$ cat src/rtl/bc_dm_bridge_if.sv
// Signal bundle between the bus-connect bridge, the PS/CU pair and data memory.
// The bridge itself uses the master view; the surrounding system uses the slave view.
interface bc_dm_bridge_if #(
    parameter int DATA_WIDTH    = 16,
    parameter int DM_ADDR_WIDTH = 16
);
    logic                     ps_bc_rd;
    logic                     ps_bc_wr;
    logic                     ps_bc_imm;
    logic [DM_ADDR_WIDTH-1:0] ps_bc_addr;
    logic [DATA_WIDTH-1:0]    ps_bc_imm_dt;
    logic                     ps_bc_err_clr;
    logic [DATA_WIDTH-1:0]    xb_dtx;
    logic [DATA_WIDTH-1:0]    bc_dt;
    logic                     bc_dt_vld;
    logic                     stallb;
    logic                     bc_ps_err;
    logic                     bc_dm_req;
    logic                     bc_dm_we;
    logic [DM_ADDR_WIDTH-1:0] bc_dm_addr;
    logic [DATA_WIDTH-1:0]    bc_dm_wdt;
    logic                     dm_bc_ack;
    logic [DATA_WIDTH-1:0]    dm_bc_rdt;

    modport master (
        input  ps_bc_rd, ps_bc_wr, ps_bc_imm, ps_bc_addr, ps_bc_imm_dt, ps_bc_err_clr,
        input  xb_dtx, dm_bc_ack, dm_bc_rdt,
        output bc_dt, bc_dt_vld, stallb, bc_ps_err,
        output bc_dm_req, bc_dm_we, bc_dm_addr, bc_dm_wdt
    );

    modport slave (
        output ps_bc_rd, ps_bc_wr, ps_bc_imm, ps_bc_addr, ps_bc_imm_dt, ps_bc_err_clr,
        output xb_dtx, dm_bc_ack, dm_bc_rdt,
        input  bc_dt, bc_dt_vld, stallb, bc_ps_err,
        input  bc_dm_req, bc_dm_we, bc_dm_addr, bc_dm_wdt
    );
endinterface

$ cat src/rtl/bc_dm_bridge.sv
// Bus-connect stage: loads and immediates into the CU write-back path, stores
// out to data memory through a one-entry posted buffer, with a DM ack timeout.
module bc_dm_bridge #(
    parameter int DATA_WIDTH    = 16,
    parameter int DM_ADDR_WIDTH = 16,
    parameter int TIMEOUT       = 15
) (
    input logic            clk_exe,
    input logic            reset,
    bc_dm_bridge_if.master bus
);
    typedef enum logic [1:0] {
        IDLE     = 2'd0,
        ST_DRAIN = 2'd1,
        RD_WAIT  = 2'd2
    } state_t;

    // Abandon on the edge that completes the TIMEOUT-th unacknowledged request cycle.
    localparam logic [7:0] TMO_LAST = 8'(TIMEOUT - 1);

    state_t                   state_reg;
    logic [7:0]               tmo_cnt_reg;
    logic [DATA_WIDTH-1:0]    dt_reg;
    logic                     dt_vld_reg;
    logic                     err_reg;
    logic                     req_reg;
    logic                     we_reg;
    logic [DM_ADDR_WIDTH-1:0] addr_reg;
    logic [DATA_WIDTH-1:0]    wdt_reg;

    logic buf_full;
    logic stall;
    logic acc_rd;
    logic acc_wr;
    logic acc_imm;

    // The store buffer is full exactly while its write owns the DM bus.
    always_comb begin
        buf_full = (state_reg == ST_DRAIN);
        stall    = (state_reg == RD_WAIT) || (buf_full && (bus.ps_bc_rd || bus.ps_bc_wr));
        acc_rd   = bus.ps_bc_rd && !stall;
        acc_wr   = !bus.ps_bc_rd && bus.ps_bc_wr && !stall;
        acc_imm  = !bus.ps_bc_rd && !bus.ps_bc_wr && bus.ps_bc_imm && !stall;
    end

    always_ff @(posedge clk_exe or negedge reset) begin
        if (!reset) begin
            state_reg   <= IDLE;
            tmo_cnt_reg <= 8'd0;
            dt_reg      <= '0;
            dt_vld_reg  <= 1'b0;
            err_reg     <= 1'b0;
            req_reg     <= 1'b0;
            we_reg      <= 1'b0;
            addr_reg    <= '0;
            wdt_reg     <= '0;
        end else begin
            dt_vld_reg <= 1'b0;
            if (bus.ps_bc_err_clr) begin
                err_reg <= 1'b0;
            end
            if (acc_imm) begin
                dt_reg     <= bus.ps_bc_imm_dt;
                dt_vld_reg <= 1'b1;
            end

            case (state_reg)
                IDLE: begin
                    if (acc_rd) begin
                        req_reg     <= 1'b1;
                        we_reg      <= 1'b0;
                        addr_reg    <= bus.ps_bc_addr;
                        tmo_cnt_reg <= 8'd0;
                        state_reg   <= RD_WAIT;
                    end else if (acc_wr) begin
                        req_reg     <= 1'b1;
                        we_reg      <= 1'b1;
                        addr_reg    <= bus.ps_bc_addr;
                        wdt_reg     <= bus.xb_dtx;
                        tmo_cnt_reg <= 8'd0;
                        state_reg   <= ST_DRAIN;
                    end
                end
                ST_DRAIN, RD_WAIT: begin
                    if (bus.dm_bc_ack) begin
                        req_reg     <= 1'b0;
                        we_reg      <= 1'b0;
                        tmo_cnt_reg <= 8'd0;
                        state_reg   <= IDLE;
                        if (state_reg == RD_WAIT) begin
                            dt_reg     <= bus.dm_bc_rdt;
                            dt_vld_reg <= 1'b1;
                        end
                    end else if (tmo_cnt_reg == TMO_LAST) begin
                        // Abandoned load still completes toward the CU, with zero data.
                        req_reg     <= 1'b0;
                        we_reg      <= 1'b0;
                        tmo_cnt_reg <= 8'd0;
                        err_reg     <= 1'b1;
                        state_reg   <= IDLE;
                        if (state_reg == RD_WAIT) begin
                            dt_reg     <= '0;
                            dt_vld_reg <= 1'b1;
                        end
                    end else begin
                        tmo_cnt_reg <= tmo_cnt_reg + 8'd1;
                    end
                end
                default: begin
                    req_reg   <= 1'b0;
                    we_reg    <= 1'b0;
                    state_reg <= IDLE;
                end
            endcase
        end
    end

    assign bus.stallb     = !stall;
    assign bus.bc_dt      = dt_reg;
    assign bus.bc_dt_vld  = dt_vld_reg;
    assign bus.bc_ps_err  = err_reg;
    assign bus.bc_dm_req  = req_reg;
    assign bus.bc_dm_we   = we_reg;
    assign bus.bc_dm_addr = addr_reg;
    assign bus.bc_dm_wdt  = wdt_reg;
endmodule

$ cat src/flat_wrapper.sv
// flat-port wrapper written by rule: the top's interface ports become plain ports
module bc_dm_bridge_flat 
#(
    parameter int DATA_WIDTH    = 16,
    parameter int DM_ADDR_WIDTH = 16,
    parameter int TIMEOUT       = 15
)
  (clk_exe, reset, bus_ps_bc_rd, bus_ps_bc_wr, bus_ps_bc_imm, bus_ps_bc_addr, bus_ps_bc_imm_dt, bus_ps_bc_err_clr, bus_xb_dtx, bus_dm_bc_ack, bus_dm_bc_rdt, bus_bc_dt, bus_bc_dt_vld, bus_stallb, bus_bc_ps_err, bus_bc_dm_req, bus_bc_dm_we, bus_bc_dm_addr, bus_bc_dm_wdt);
  bc_dm_bridge_if #(.DATA_WIDTH(DATA_WIDTH), .DM_ADDR_WIDTH(DM_ADDR_WIDTH)) bus_i ();
  input logic clk_exe;
  input logic reset;
  input wire logic [$bits(bus_i.ps_bc_rd)-1:0] bus_ps_bc_rd;
  input wire logic [$bits(bus_i.ps_bc_wr)-1:0] bus_ps_bc_wr;
  input wire logic [$bits(bus_i.ps_bc_imm)-1:0] bus_ps_bc_imm;
  input wire logic [$bits(bus_i.ps_bc_addr)-1:0] bus_ps_bc_addr;
  input wire logic [$bits(bus_i.ps_bc_imm_dt)-1:0] bus_ps_bc_imm_dt;
  input wire logic [$bits(bus_i.ps_bc_err_clr)-1:0] bus_ps_bc_err_clr;
  input wire logic [$bits(bus_i.xb_dtx)-1:0] bus_xb_dtx;
  input wire logic [$bits(bus_i.dm_bc_ack)-1:0] bus_dm_bc_ack;
  input wire logic [$bits(bus_i.dm_bc_rdt)-1:0] bus_dm_bc_rdt;
  output wire logic [$bits(bus_i.bc_dt)-1:0] bus_bc_dt;
  output wire logic [$bits(bus_i.bc_dt_vld)-1:0] bus_bc_dt_vld;
  output wire logic [$bits(bus_i.stallb)-1:0] bus_stallb;
  output wire logic [$bits(bus_i.bc_ps_err)-1:0] bus_bc_ps_err;
  output wire logic [$bits(bus_i.bc_dm_req)-1:0] bus_bc_dm_req;
  output wire logic [$bits(bus_i.bc_dm_we)-1:0] bus_bc_dm_we;
  output wire logic [$bits(bus_i.bc_dm_addr)-1:0] bus_bc_dm_addr;
  output wire logic [$bits(bus_i.bc_dm_wdt)-1:0] bus_bc_dm_wdt;
  assign bus_i.ps_bc_rd = bus_ps_bc_rd;
  assign bus_i.ps_bc_wr = bus_ps_bc_wr;
  assign bus_i.ps_bc_imm = bus_ps_bc_imm;
  assign bus_i.ps_bc_addr = bus_ps_bc_addr;
  assign bus_i.ps_bc_imm_dt = bus_ps_bc_imm_dt;
  assign bus_i.ps_bc_err_clr = bus_ps_bc_err_clr;
  assign bus_i.xb_dtx = bus_xb_dtx;
  assign bus_i.dm_bc_ack = bus_dm_bc_ack;
  assign bus_i.dm_bc_rdt = bus_dm_bc_rdt;
  assign bus_bc_dt = bus_i.bc_dt;
  assign bus_bc_dt_vld = bus_i.bc_dt_vld;
  assign bus_stallb = bus_i.stallb;
  assign bus_bc_ps_err = bus_i.bc_ps_err;
  assign bus_bc_dm_req = bus_i.bc_dm_req;
  assign bus_bc_dm_we = bus_i.bc_dm_we;
  assign bus_bc_dm_addr = bus_i.bc_dm_addr;
  assign bus_bc_dm_wdt = bus_i.bc_dm_wdt;
  bc_dm_bridge #(.DATA_WIDTH(DATA_WIDTH), .DM_ADDR_WIDTH(DM_ADDR_WIDTH), .TIMEOUT(TIMEOUT)) u_core (.clk_exe(clk_exe), .reset(reset), .bus(bus_i));
endmodule
$ cat config.mk
export PLATFORM = sky130hd
export DESIGN_NAME = bc_dm_bridge_flat
export DESIGN_NICKNAME = d
export VERILOG_FILES = /design/src/rtl/bc_dm_bridge_if.sv /design/src/rtl/bc_dm_bridge.sv /design/src/flat_wrapper.sv
export SDC_FILE = /design/constraint.sdc
export NUM_CORES = 1
export LEC_CHECK = 0
export ABC_CLOCK_PERIOD_IN_PS = 2400
export BUFFER_PORTS_ARGS = -buffer_cell sky130_fd_sc_hd__clkbuf_2
export CAP_MARGIN = 25
export CORE_AREA = 2 2 79 81
export CTS_BUF_LIST = sky130_fd_sc_hd__clkbuf_8
export DETAILED_ROUTE_END_ITERATION = 10
export DIE_AREA = 0 0 81 83
export PLACE_DENSITY_LB_ADDON = 0.08
export SYNTH_ARGS = -nofsm -noshare
export SYNTH_HDL_FRONTEND = slang
export SYNTH_SLANG_ARGS = --single-unit
$ cat constraint.sdc
create_clock -name clk_exe -period 2.4 [get_ports clk_exe]
set_clock_uncertainty 0.05 [all_clocks]
set_input_delay 0.48 -clock clk_exe [delete_from_list [all_inputs] [get_ports clk_exe]]
set_output_delay 0.48 -clock clk_exe [all_outputs]
set_load 0.05 [all_outputs]
# After elaboration in Yosys (flattened, before gate mapping)
# Index checks and enable logic that the tools add are counted.
# word_totals
output_inout_bits	53
regBits	62
input_bits	71
wordCells	70
# classes
n_eq_ne	5
reduce_logical	20
n_addsub	1
bitwise_logic	1
mux	34
# ops
cell	n
16-bit two-way mux	8
8-bit two-way mux	4
8-bit one-hot mux with 2 select lines	1
1-bit two-way mux	14
8-bit by 1-bit adder with 8-bit output (second input constant)	1
8-bit by 4-bit == test with 1-bit output (second input constant)	1
2-bit two-way mux	4
1-bit logical AND	7
2-bit AND reduction	3
1-bit one-hot mux with 2 select lines	2
2-bit one-hot mux with 2 select lines	1
2-bit nonzero test	2
1-bit zero test	3
3-bit by 1-bit inequality test with 1-bit output (second input constant)	1
3-bit by 2-bit inequality test with 1-bit output (second input constant)	1
3-bit AND reduction	1
2-bit by 1-bit == test with 1-bit output (second input constant)	1
2-bit == test (second input constant)	1
2-bit zero test	1
1-bit logical OR	2
2-bit OR reduction	1
1-bit inverter	1

# Longest topological paths before layout
# Gate-level depths: netlist of the first run.
# logic_depth
ltp_word	10
depth_mapped	9
mapped_depth_nobuf	6

# Least setup slack after synthesis of the first run
# Ideal clock, no wire load.
# synth_timing
path_type	reg2out
start	register u_core.state_reg[0]
end	output port bus_stallb
arrival_ps	1907
required_ps	1870
n_path_buf	1
stages_incl_launch_ff	5
slack_ps	-37
path_cell_list	dfrtp_1 inv_1 ha_1 buf_6 a21oi_1
# synth_between
elab_chain_len	4
elab_cells_between_ends	5
classes_between	eq/ne (2); reduce/logical (3)
# synth_rtl
element	line_no	text
from (decl)	bc_dm_bridge.sv:21	state_t state_reg;
from (signal assigned)	bc_dm_bridge.sv:48	state_reg <= IDLE;
from (signal assigned)	bc_dm_bridge.sv:74	state_reg <= RD_WAIT;
from (signal assigned)	bc_dm_bridge.sv:81	state_reg <= ST_DRAIN;
2-bit by 1-bit == test with 1-bit output	bc_dm_bridge.sv:39	buf_full = (state_reg == ST_DRAIN);
1-bit logical AND	bc_dm_bridge.sv:40	stall = (state_reg == RD_WAIT) || (buf_full && (bus.ps_bc_rd || bus.ps_bc_wr));
1-bit logical OR *	bc_dm_bridge.sv:40	
1-bit zero test *	bc_dm_bridge.sv:118	assign bus.stallb = !stall;
to (decl)	flat_wrapper.sv:23	output wire logic [$bits(bus_i.stallb)-1:0] bus_stallb;
# Every way passes the cells marked *; elsewhere a longest branch is shown, timed or not.

# Worst setup path after layout of the first run
# Same ends and word-level chain as after synthesis.

==> out/metrics.yaml, run 1 <==
status:
  outcome: "completed"
die:
  dieArea_um2: 6720
  die_h_um: 83
  ioPinCount: 124
  start_util_pct: 48.4
  coreArea_um2: 5820
  die_w_um: 81
  rows: 28
setup_path:
  cp-startpoint: "u_core.state_reg[0]$_DFFE_PN0P_"
  r2r_cells: 5
  reg2reg_to: "u_core.tmo_cnt_reg[3]$_DFFE_PN0P_"
  crit_type: "flip-flop to primary output"
  start_kind: "flip-flop"
  worstPathArrival_ns: 1.65
  regToRegSetupSlack_ns: 0.28
  reg2reg_from: "u_core.state_reg[0]$_DFFE_PN0P_"
  critPathRequiredTime_ns: 1.87
  critPathCaptureType: "primary output"
  crit_fanout: 8
clock_network:
  cts.sinks: 61
  postCtsResizedCells: 0
  cts_inserted_buffers: 9
  post_cts_buffers: 0
  ctsHoldBuffers: 0
  tritoncts: "done"
  cts_max_level: 3
  root_buffer: "clkbuf_8"
  clkTransAtPathRegs_ns: 0.07
  clock_latency_ns: 0.33
  clockBufferDepth: 2
timing:
  clock.fmax_mhz: 459
  post-route-min-period_ns: 2.18
  hold_viol: 0
  tightest_slew_ns: 0.656
  relSlewSlack_pct: 56.2
  rsz0062_at_grt: "no"
  setup_viol: 0
  fin_crit_sh_pct: 90.8
  setup_tns_ns: 0
  slew_violations: 0
power:
  p_leak_uw: 0.00185
  switchingPower_uw: 2980
  power_frac_comb_pct: 56.5
  power_density_nw_per_um2: 1610
  intPower_uw: 2960
  pwr-share-seq_pct: 29.3
  ir_worst_vdd_uv: 1010
  power_frac_clock_pct: 14.3
  power.total_uw: 5940
  swShare_pct: 50.2
logic_synthesis:
  async_flop_share_pct: 100
  syn_avg_cell_area_um2: 12.6
  yosysSeqAreaShare_pct: 54.2
  synth-edff-count: 0
  synth_nets: 301
  synth.cell_area_um2: 2820
  synth-seq-cells: 61
  ys_warn_count: 0
  yosysUniqueCellTypes: 42
  synth_flop_cell: "dfrtp_1"
  synthCells: 224
layout:
  stdcell_area_um2: 3690
  final_nets: 430
  utilization_pct: 63.5
  antennaDiodeCount: 0
  final_common_cell: "clkbuf_2"
  fill_cells: 483
  area_growth_pct: 31.2
  final-instance-count-excl-fill: 433
  final_cell_mix: "clkbuf_2, dfrtp_1, mux2_2"
  drive_above_1_share_pct: 50.8
min_path:
  hold_class: "input port to asynchronous set/reset pin"
route:
  drtPass1Iterations: 4
  routedWlPerCell_um: 14.1
  totalWireLength_um: 6090
  vias: 2170
  ant_nets: 0
  drcViolationCount: 0
  viasPerCell: 5.01
  drtIter0Drc: 97
placed_design:
  placedInstanceArea_um2: 3510
  io_buffers: 123
  dp_cells: 417
  routabilityCongestion: 0.789
  hpwlAfterDp_um: 4600
grt:
  grt_max_degree: 27
  grt_overflow: 0
  antenna_found_initial: 0
  grt_pass1_wl_um: 9820
  grt_usage_pct: 19.1
  grt_pass1_vias: 2084
flow_run:
  cap_viol_max_count: 0
worst max-delay path: stages (launching register included):
cell	delay (ns)
dfrtp_1	0.41
inv_1	0.08
ha_1	0.35
a21oi_2	0.17
clkbuf_2	0.29
stage by stage:
stage          setup slack, ns  hold slack, ns
2_1_floorplan            0.111           0.134
3_5_place_dp             0.305           0.442
6_report                 0.222           0.109
5_1_grt                 0.0917           0.147
3_3_place_gp             0.374           0.439
4_1_cts                  0.205           0.128
synth_stat cells, types with 2 or more instances:
master | n | area, um2
o22ai_1 | 2 | 12.5
o21ai_0 | 22 | 110
nand2b_1 | 2 | 12.5
dfrtp_1 | 61 | 1530
and3_1 | 2 | 12.5
mux2_2 | 23 | 259
a21oi_1 | 7 | 35.0
nand2_1 | 21 | 78.8
o31ai_1 | 3 | 22.5
buf_6 | 5 | 56.3
mux2i_1 | 16 | 160
clkbuf_1 | 3 | 11.3
inv_1 | 6 | 22.5
nor2_1 | 2 | 7.51
mux2_4 | 9 | 135
ha_1 | 6 | 75.1
a211o_1 | 2 | 17.5
buf_2 | 2 | 10.0
a41oi_1 | 2 | 17.5
or4_1 | 2 | 15.0
nand3_1 | 5 | 25.0
kinds of logic after synthesis:
| kind of cell | after synthesis | synth area share, % |
|---|---|---|
| and+or+nand+nor | 47 | 10.1 |
| adders and majority gates | 6 | 2.67 |
| AOI/OAI and AO/OA | 44 | 9.37 |
| buffers and inverters | 18 | 4.00 |
| DFF | 61 | 54.2 |
| muxes | 48 | 19.7 |
worst max-delay path by stage:
stage / to / cells after the start
2_1_floorplan: u_core.bus.bc_dm_wdt[10]$_DFFE_PN0P_ / 9
3_3_place_gp: u_core.tmo_cnt_reg[3]$_DFFE_PN0P_ / 5
3_5_place_dp: u_core.tmo_cnt_reg[3]$_DFFE_PN0P_ / 5
4_1_cts: bus_stallb / 4
5_1_grt: u_core.tmo_cnt_reg[3]$_DFFE_PN0P_ / 5
6_report: bus_stallb / 4
power by group through the flow:
stage	logic, uW	clock network [uW]	registers (uW)
finish	3360	849	1740
global route	3540	924	1800
CTS	3390	869	1740
detailed placement	3390	0	1750
global placement	3350	0	1740
floorplan	1160	0	3250
area by class of cell:
cell class	count	area (um2)	share of cell area (%)
clock inverter	7	60.1	1.63
inverter	6	22.5	0.610
multi-input combinational	145	1190	32.1
timing repair buffer	130	681	18.4
tap	75	93.8	2.54
clock buffer	9	124	3.35
sequential	61	1530	41.3
routing by layer:
metal / wire length [um] / share of wire [%] / track usage (%) / up-vias
met5: 0 / 0 / 0 / -
met4: 81 / 1.3 / 7.55 / 0
met3: 491 / 8.1 / 7.39 / 7
met2: 3000 / 49 / 30.4 / 75
met1: 2520 / 41 / 23.2 / 1030
li1: - / - / - / 1058
Note: power is estimated with default switching activity, not from simulation.
==> run 2: changes to the inputs <==
PLACE_DENSITY = 0.78   (was default)
PLACE_DENSITY_LB_ADDON = default   (was 0.08)
==> run 2 against run 1 <==
Effect of this change: combinational power about the same; cell count decreased by 0.23%; largest power group unchanged; first-iteration DRC count down 29%; setup slack improved by 0.016 ns; die area unchanged; design area grew 0.58%; sequential cell count unchanged; highest routed layer unchanged.
==> out/metrics.yaml, run 2 (synthesis results as in run 1) <==
status:
  outcome: "completed"
clock_network:
  cts_max_level: 3  # unchanged
  ctsHoldBuffers: 0  # unchanged
  cts_inserted_buffers: 9  # unchanged
  post_cts_buffers: 0  # unchanged
  clock_latency_ns: 0.32  # about the same
  clkTransAtPathRegs_ns: 0.07  # about the same
  tritoncts: "done"
  cts.sinks: 61  # unchanged
  clockBufferDepth: 2  # unchanged
  root_buffer: "clkbuf_8"
  postCtsResizedCells: 0  # unchanged
timing:
  setup_tns_ns: 0  # unchanged
  hold_viol: 0  # unchanged
  relSlewSlack_pct: 50.7  # -5.6 points
  clock.fmax_mhz: 462  # +0.72%
  tightest_slew_ns: 0.740  # +0.0833 ns
  rsz0062_at_grt: "no"
  post-route-min-period_ns: 2.16  # -0.0157 ns
  slew_violations: 0  # unchanged
  setup_viol: 0  # unchanged
  fin_ws_ns: 0.237  # +0.0157 ns
  fin_crit_sh_pct: 90.1  # -0.65 points
setup_path:
  critPathCaptureType: "primary output"
  cp_cell_sequence: "inv_1 > ha_1 > a21oi_2 > clkbuf_2"
  worstPathArrival_ns: 1.63  # -0.02 ns
  reg2reg_to: "u_core.tmo_cnt_reg[3]$_DFFE_PN0P_"
  slowest_delay_ns: 0.41  # about the same
  start_kind: "flip-flop"
  crit_type: "flip-flop to primary output"
  critPathRequiredTime_ns: 1.87  # about the same
  crit_slowest_cell: "dfrtp_1"
  cp_top_family: "flip-flops"
  regToRegSetupSlack_ns: 0.30  # +0.02 ns
  cp_num_buf_inv: 2  # unchanged
  crit_fanout: 8  # unchanged
  r2r_cells: 5  # unchanged
  reg2reg_from: "u_core.state_reg[0]$_DFFE_PN0P_"
power:
  p_leak_uw: 0.00185  # +0.23%
  ir_worst_vdd_uv: 1080  # +7.6%
  power_density_nw_per_um2: 1640  # +2.2%
  power.total_uw: 6110  # +2.8%
route:
  drtPass1Iterations: 4  # unchanged
  routedWlPerCell_um: 13.9  # -1.2%
  drtIter0Drc: 69  # -29%
  ant_nets: 0  # unchanged
  vias: 2187  # +0.78%
  totalWireLength_um: 6000  # -1.4%
  viasPerCell: 5.06  # +1.0%
  drcViolationCount: 0  # unchanged
layout:
  area_growth_pct: 31.9
  antennaDiodeCount: 0  # unchanged
  drive_above_1_share_pct: 51.3  # +0.42 points
  stdcell_area_um2: 3720  # +0.58%
  fill_cells: 483  # unchanged
  final_cell_mix: "clkbuf_2, dfrtp_1, mux2_2"
  final_nets: 429  # -0.23%
  final_common_cell: "clkbuf_2"
  utilization_pct: 63.9  # +0.37 points
placed_design:
  hpwlAfterDp_um: 4460  # -3.1%
  routabilityCongestion: 0.835  # +5.9%
  io_buffers: 123  # unchanged
  pre_cts_ws_ns: 0.316  # +0.0104 ns
  placedInstanceArea_um2: 3490  # -0.57%
die:
  rows: 28  # unchanged
  ioPinCount: 124  # unchanged
  dieArea_um2: 6720  # unchanged
  die_w_um: 81  # unchanged
  die_h_um: 83  # unchanged
  coreArea_um2: 5820  # unchanged
  start_util_pct: 48.4  # unchanged
grt:
  grt_pass1_wl_um: 9980  # +1.6%
  grt_pass1_vias: 2100  # +0.77%
  grt_max_degree: 62  # +130%
  grt_usage_pct: 19.2  # +0.044 points
  antenna_found_initial: 0  # unchanged
  grt_overflow: 0  # unchanged
min_path:
  hold_class: "input port to asynchronous set/reset pin"
flow_run:
  cap_viol_max_count: 0  # unchanged
run 2: cell count changes in the layout (fill, tap and decap cells not counted), sizes merged:
cell / delta
buf: -1
bufinv: +1
clkbuf: +2
clkinv: -1
inv: -2
run 2: how the worst max path moves through the flow:
| stage | startpoint | endpoint | slack (ns) | cells past startpoint |
|---|---|---|---|---|
| detailed placement | u_core.state_reg[0]$_DFFE_PN0P_ | u_core.tmo_cnt_reg[3]$_DFFE_PN0P_ | 0.32 | 5 |
| global placement | u_core.state_reg[0]$_DFFE_PN0P_ | u_core.tmo_cnt_reg[3]$_DFFE_PN0P_ | 0.39 | 5 |
| floorplan | u_core.state_reg[0]$_DFFE_PN0P_ | u_core.bus.bc_dm_wdt[10]$_DFFE_PN0P_ | 0.11 | 9 |
| CTS | u_core.state_reg[0]$_DFFE_PN0P_ | bus_stallb | 0.21 | 4 |
| global route | u_core.state_reg[0]$_DFFE_PN0P_ | bus_stallb | 0.12 | 4 |
| finish | u_core.state_reg[0]$_DFFE_PN0P_ | bus_stallb | 0.24 | 4 |
run 2: cell type report:
| cell class | instances | area, um2 | area share (%) |
|---|---|---|---|
| clock buffer | 11 | 151 | 4.07 |
| multi-input combinational | 145 | 1190 | 32.0 |
| inverter | 6 | 22.5 | 0.606 |
| timing repair buffer | 129 | 661 | 17.8 |
| sequential | 61 | 1530 | 41.1 |
| clock inverter | 5 | 73.8 | 1.99 |
| tap | 75 | 93.8 | 2.53 |
run 2: routing by layer:
layer | track usage [%] | up-vias | share of wire, %
met5 | 0 | - | 0
met4 | 7.40 | 0 | 1.3
met3 | 5.54 | 4 | 7.0
met2 | 30.0 | 77 | 49
met1 | 25.0 | 1046 | 43
li1 | - | 1060 | -
run 2: stage by stage:
step | hold slack [ns] | cells
after floorplan | 0.134 | 224
after global placement | 0.424 | 416
after detailed placement | 0.442 | 416
after CTS | 0.262 | 432
after global routing | 0.279 | 432
final | 0.233 | 432
run 2: power breakdown:
| part | internal, uW | switching, uW | total [uW] |
|---|---|---|---|
| combinational | 1000 | 2350 | 3350 |
| clock | 634 | 372 | 1010 |
| sequential | 1490 | 260 | 1750 |
==> run 3: changes to the inputs <==
SETUP_SLACK_MARGIN = 0.5   (was default)
==> run 3 against run 2 <==
Effect of this change: clock power decreased by 26%; sequential cell count unchanged; global-route usage up 1.3 points; sequential power about the same; largest power group unchanged; highest routed layer unchanged.
==> out/metrics.yaml, run 3 (synthesis results as in run 1) <==
setup_path:
  crit_type: "flip-flop to primary output"
  cp_num_buf_inv: 2  # unchanged
  slowest_delay_ns: 0.37  # -0.04 ns
  worstPathArrival_ns: 1.33  # -0.30 ns
  cp_top_family: "flip-flops"
  crit_slowest_cell: "dfrtp_1"
  critPathCaptureType: "primary output"
  critPathRequiredTime_ns: 1.87  # about the same
  cp_cell_sequence: "buf_4 > ha_4 > a21oi_2 > buf_8"
  start_kind: "flip-flop"
  crit_fanout: 5  # -3
  regToRegSetupSlack_ns: 0.56  # +0.26 ns
die:
  coreArea_um2: 5820  # unchanged
  rows: 28  # unchanged
  die_h_um: 83  # unchanged
  ioPinCount: 124  # unchanged
  dieArea_um2: 6720  # unchanged
  start_util_pct: 48.4  # unchanged
  die_w_um: 81  # unchanged
route:
  drtPass1Iterations: 4  # unchanged
  drcViolationCount: 0  # unchanged
  drtIter0Drc: 153  # +120%
  totalWireLength_um: 6580  # +9.7%
  viasPerCell: 5.13  # +1.4%
  routedWlPerCell_um: 15.0  # +8.2%
  ant_nets: 0  # unchanged
  vias: 2249  # +2.8%
placed_design:
  routabilityCongestion: 0.864  # +3.5%
  dp_cells: 416  # unchanged
  io_buffers: 123  # unchanged
  hpwlAfterDp_um: 4820  # +8.0%
layout:
  antennaDiodeCount: 0  # unchanged
  area_growth_pct: 34.0
  fill_cells: 485  # +0.41%
  register_area_um2: 1530  # +0.16%
  drive_above_1_share_pct: 53.4  # +2.2 points
  utilization_pct: 64.9  # +1.0 points
  multi_input_area_um2: 1230  # +3.6%
  final_cell_mix: "clkbuf_2, dfrtp_1, mux2_2"
  final_nets: 436  # +1.6%
  final-instance-count-excl-fill: 438  # +1.4%
  final_common_cell: "clkbuf_2"
clock_network:
  clkTransAtPathRegs_ns: 0.07  # about the same
  cts_inserted_buffers: 9  # unchanged
  ctsHoldBuffers: 0  # unchanged
  clockBufferDepth: 2  # unchanged
  tritoncts: "done"
  cts.sinks: 61  # unchanged
  root_buffer: "clkbuf_8"
  clock_latency_ns: 0.32  # about the same
  cts_max_level: 3  # unchanged
timing:
  post-route-min-period_ns: 1.86  # -0.305 ns
  clock.fmax_mhz: 538  # +16%
  setup_tns_ns: 0  # unchanged
  rsz0062_at_grt: "no"
  tightest_slew_ns: 0.750  # +0.0103 ns
  slew_violations: 0  # unchanged
  hold_viol: 0  # unchanged
  relSlewSlack_pct: 50.0  # -0.69 points
  setup_viol: 0  # unchanged
  fin_crit_sh_pct: 77.4  # -13 points
grt:
  grt_overflow: 0  # unchanged
  grt_pass1_vias: 2339  # +11%
  grt_pass1_wl_um: 10600  # +6.6%
  grt_usage_pct: 20.4  # +1.3 points
  grt_max_degree: 62  # unchanged
  antenna_found_initial: 0  # unchanged
power:
  ir_worst_vdd_uv: 955  # -12%
  power_density_nw_per_um2: 1600  # -2.4%
  p_leak_uw: 0.00187  # +1.0%
status:
  outcome: "completed"
min_path:
  hold_class: "input port to asynchronous set/reset pin"
flow_run:
  cap_viol_max_count: 0  # unchanged
==> run 3: changes by cell type in the layout (fill, tap and decap cells not counted), sizes merged <==
cell,previous run,this run
buf,6,14
inv,7,10
bufinv,2,0
clkbuf,134,132
clkinv,2,0
clkinvlp,0,1
==> run 3: timing repair <==
action,CTS,global route
buffers inserted,3,4
gates cloned,0,0
endpoints found under the hold margin,0,0
setup endpoints to repair,3,24
gates resized for setup,3,7
pin swaps,1,1
==> run 3: worst paths after layout <==
kind,to,depth (start not counted),startpoint
hold reg to reg,u_core.bus.bc_dm_addr[14]$_DFFE_PN0P_,1,u_core.bus.bc_dm_addr[14]$_DFFE_PN0P_
hold / removal,u_core.bus.bc_dm_wdt[0]$_DFFE_PN0P_,2,reset
setup / recovery,bus_stallb,4,u_core.state_reg[1]$_DFFE_PN0P_
setup reg to reg,u_core.bus.bc_dm_wdt[8]$_DFFE_PN0P_,8,u_core.state_reg[1]$_DFFE_PN0P_
min in group clk_exe,u_core.bus.bc_ps_err$_DFF_PN0_,2,bus_ps_bc_err_clr
max in group asynchronous,u_core.tmo_cnt_reg[1]$_DFFE_PN0P_,2,reset
==> run 3: layer usage <==
| layer | wire length, um | share of wire, % | GRT usage (%) | vias to the layer above |
|---|---|---|---|---|
| met4 | 42 | 0.64 | 9.24 | 0 |
| met3 | 407 | 6.2 | 4.13 | 2 |
| met5 | 0 | 0 | 0 | - |
| met1 | 2690 | 41 | 25.2 | 1099 |
| met2 | 3450 | 52 | 34.0 | 84 |
| li1 | - | - | - | 1064 |
==> run 3: through the flow <==
stage               power, uW  cell area, um2  hold WS, ns  worst slack [ns]
floorplan                4450            2850        0.134             0.366
global placement         5100            3510        0.432             0.530
detailed placement       5200            3510        0.442             0.428
CTS                      6040            3720        0.276             0.510
global route             6390            3770        0.284             0.493
finish                   6060            3770        0.265             0.542
==> run 3: layout make-up <==
| class | count | area share [%] |
|---|---|---|
| Sequential cell | 61 | 40.5 |
| Multi-Input combinational cell | 145 | 32.6 |
| Tap cell | 75 | 2.49 |
| Clock buffer | 10 | 3.65 |
| Inverter | 6 | 0.597 |
| Timing Repair Buffer | 136 | 19.6 |
| Clock inverter | 5 | 0.597 |
==> run 3: power breakdown <==
group,switching (uW),leakage (uW),internal (uW)
clock network,361,0.0000934,382
registers,267,0.000744,1490
logic,2420,0.00104,1130
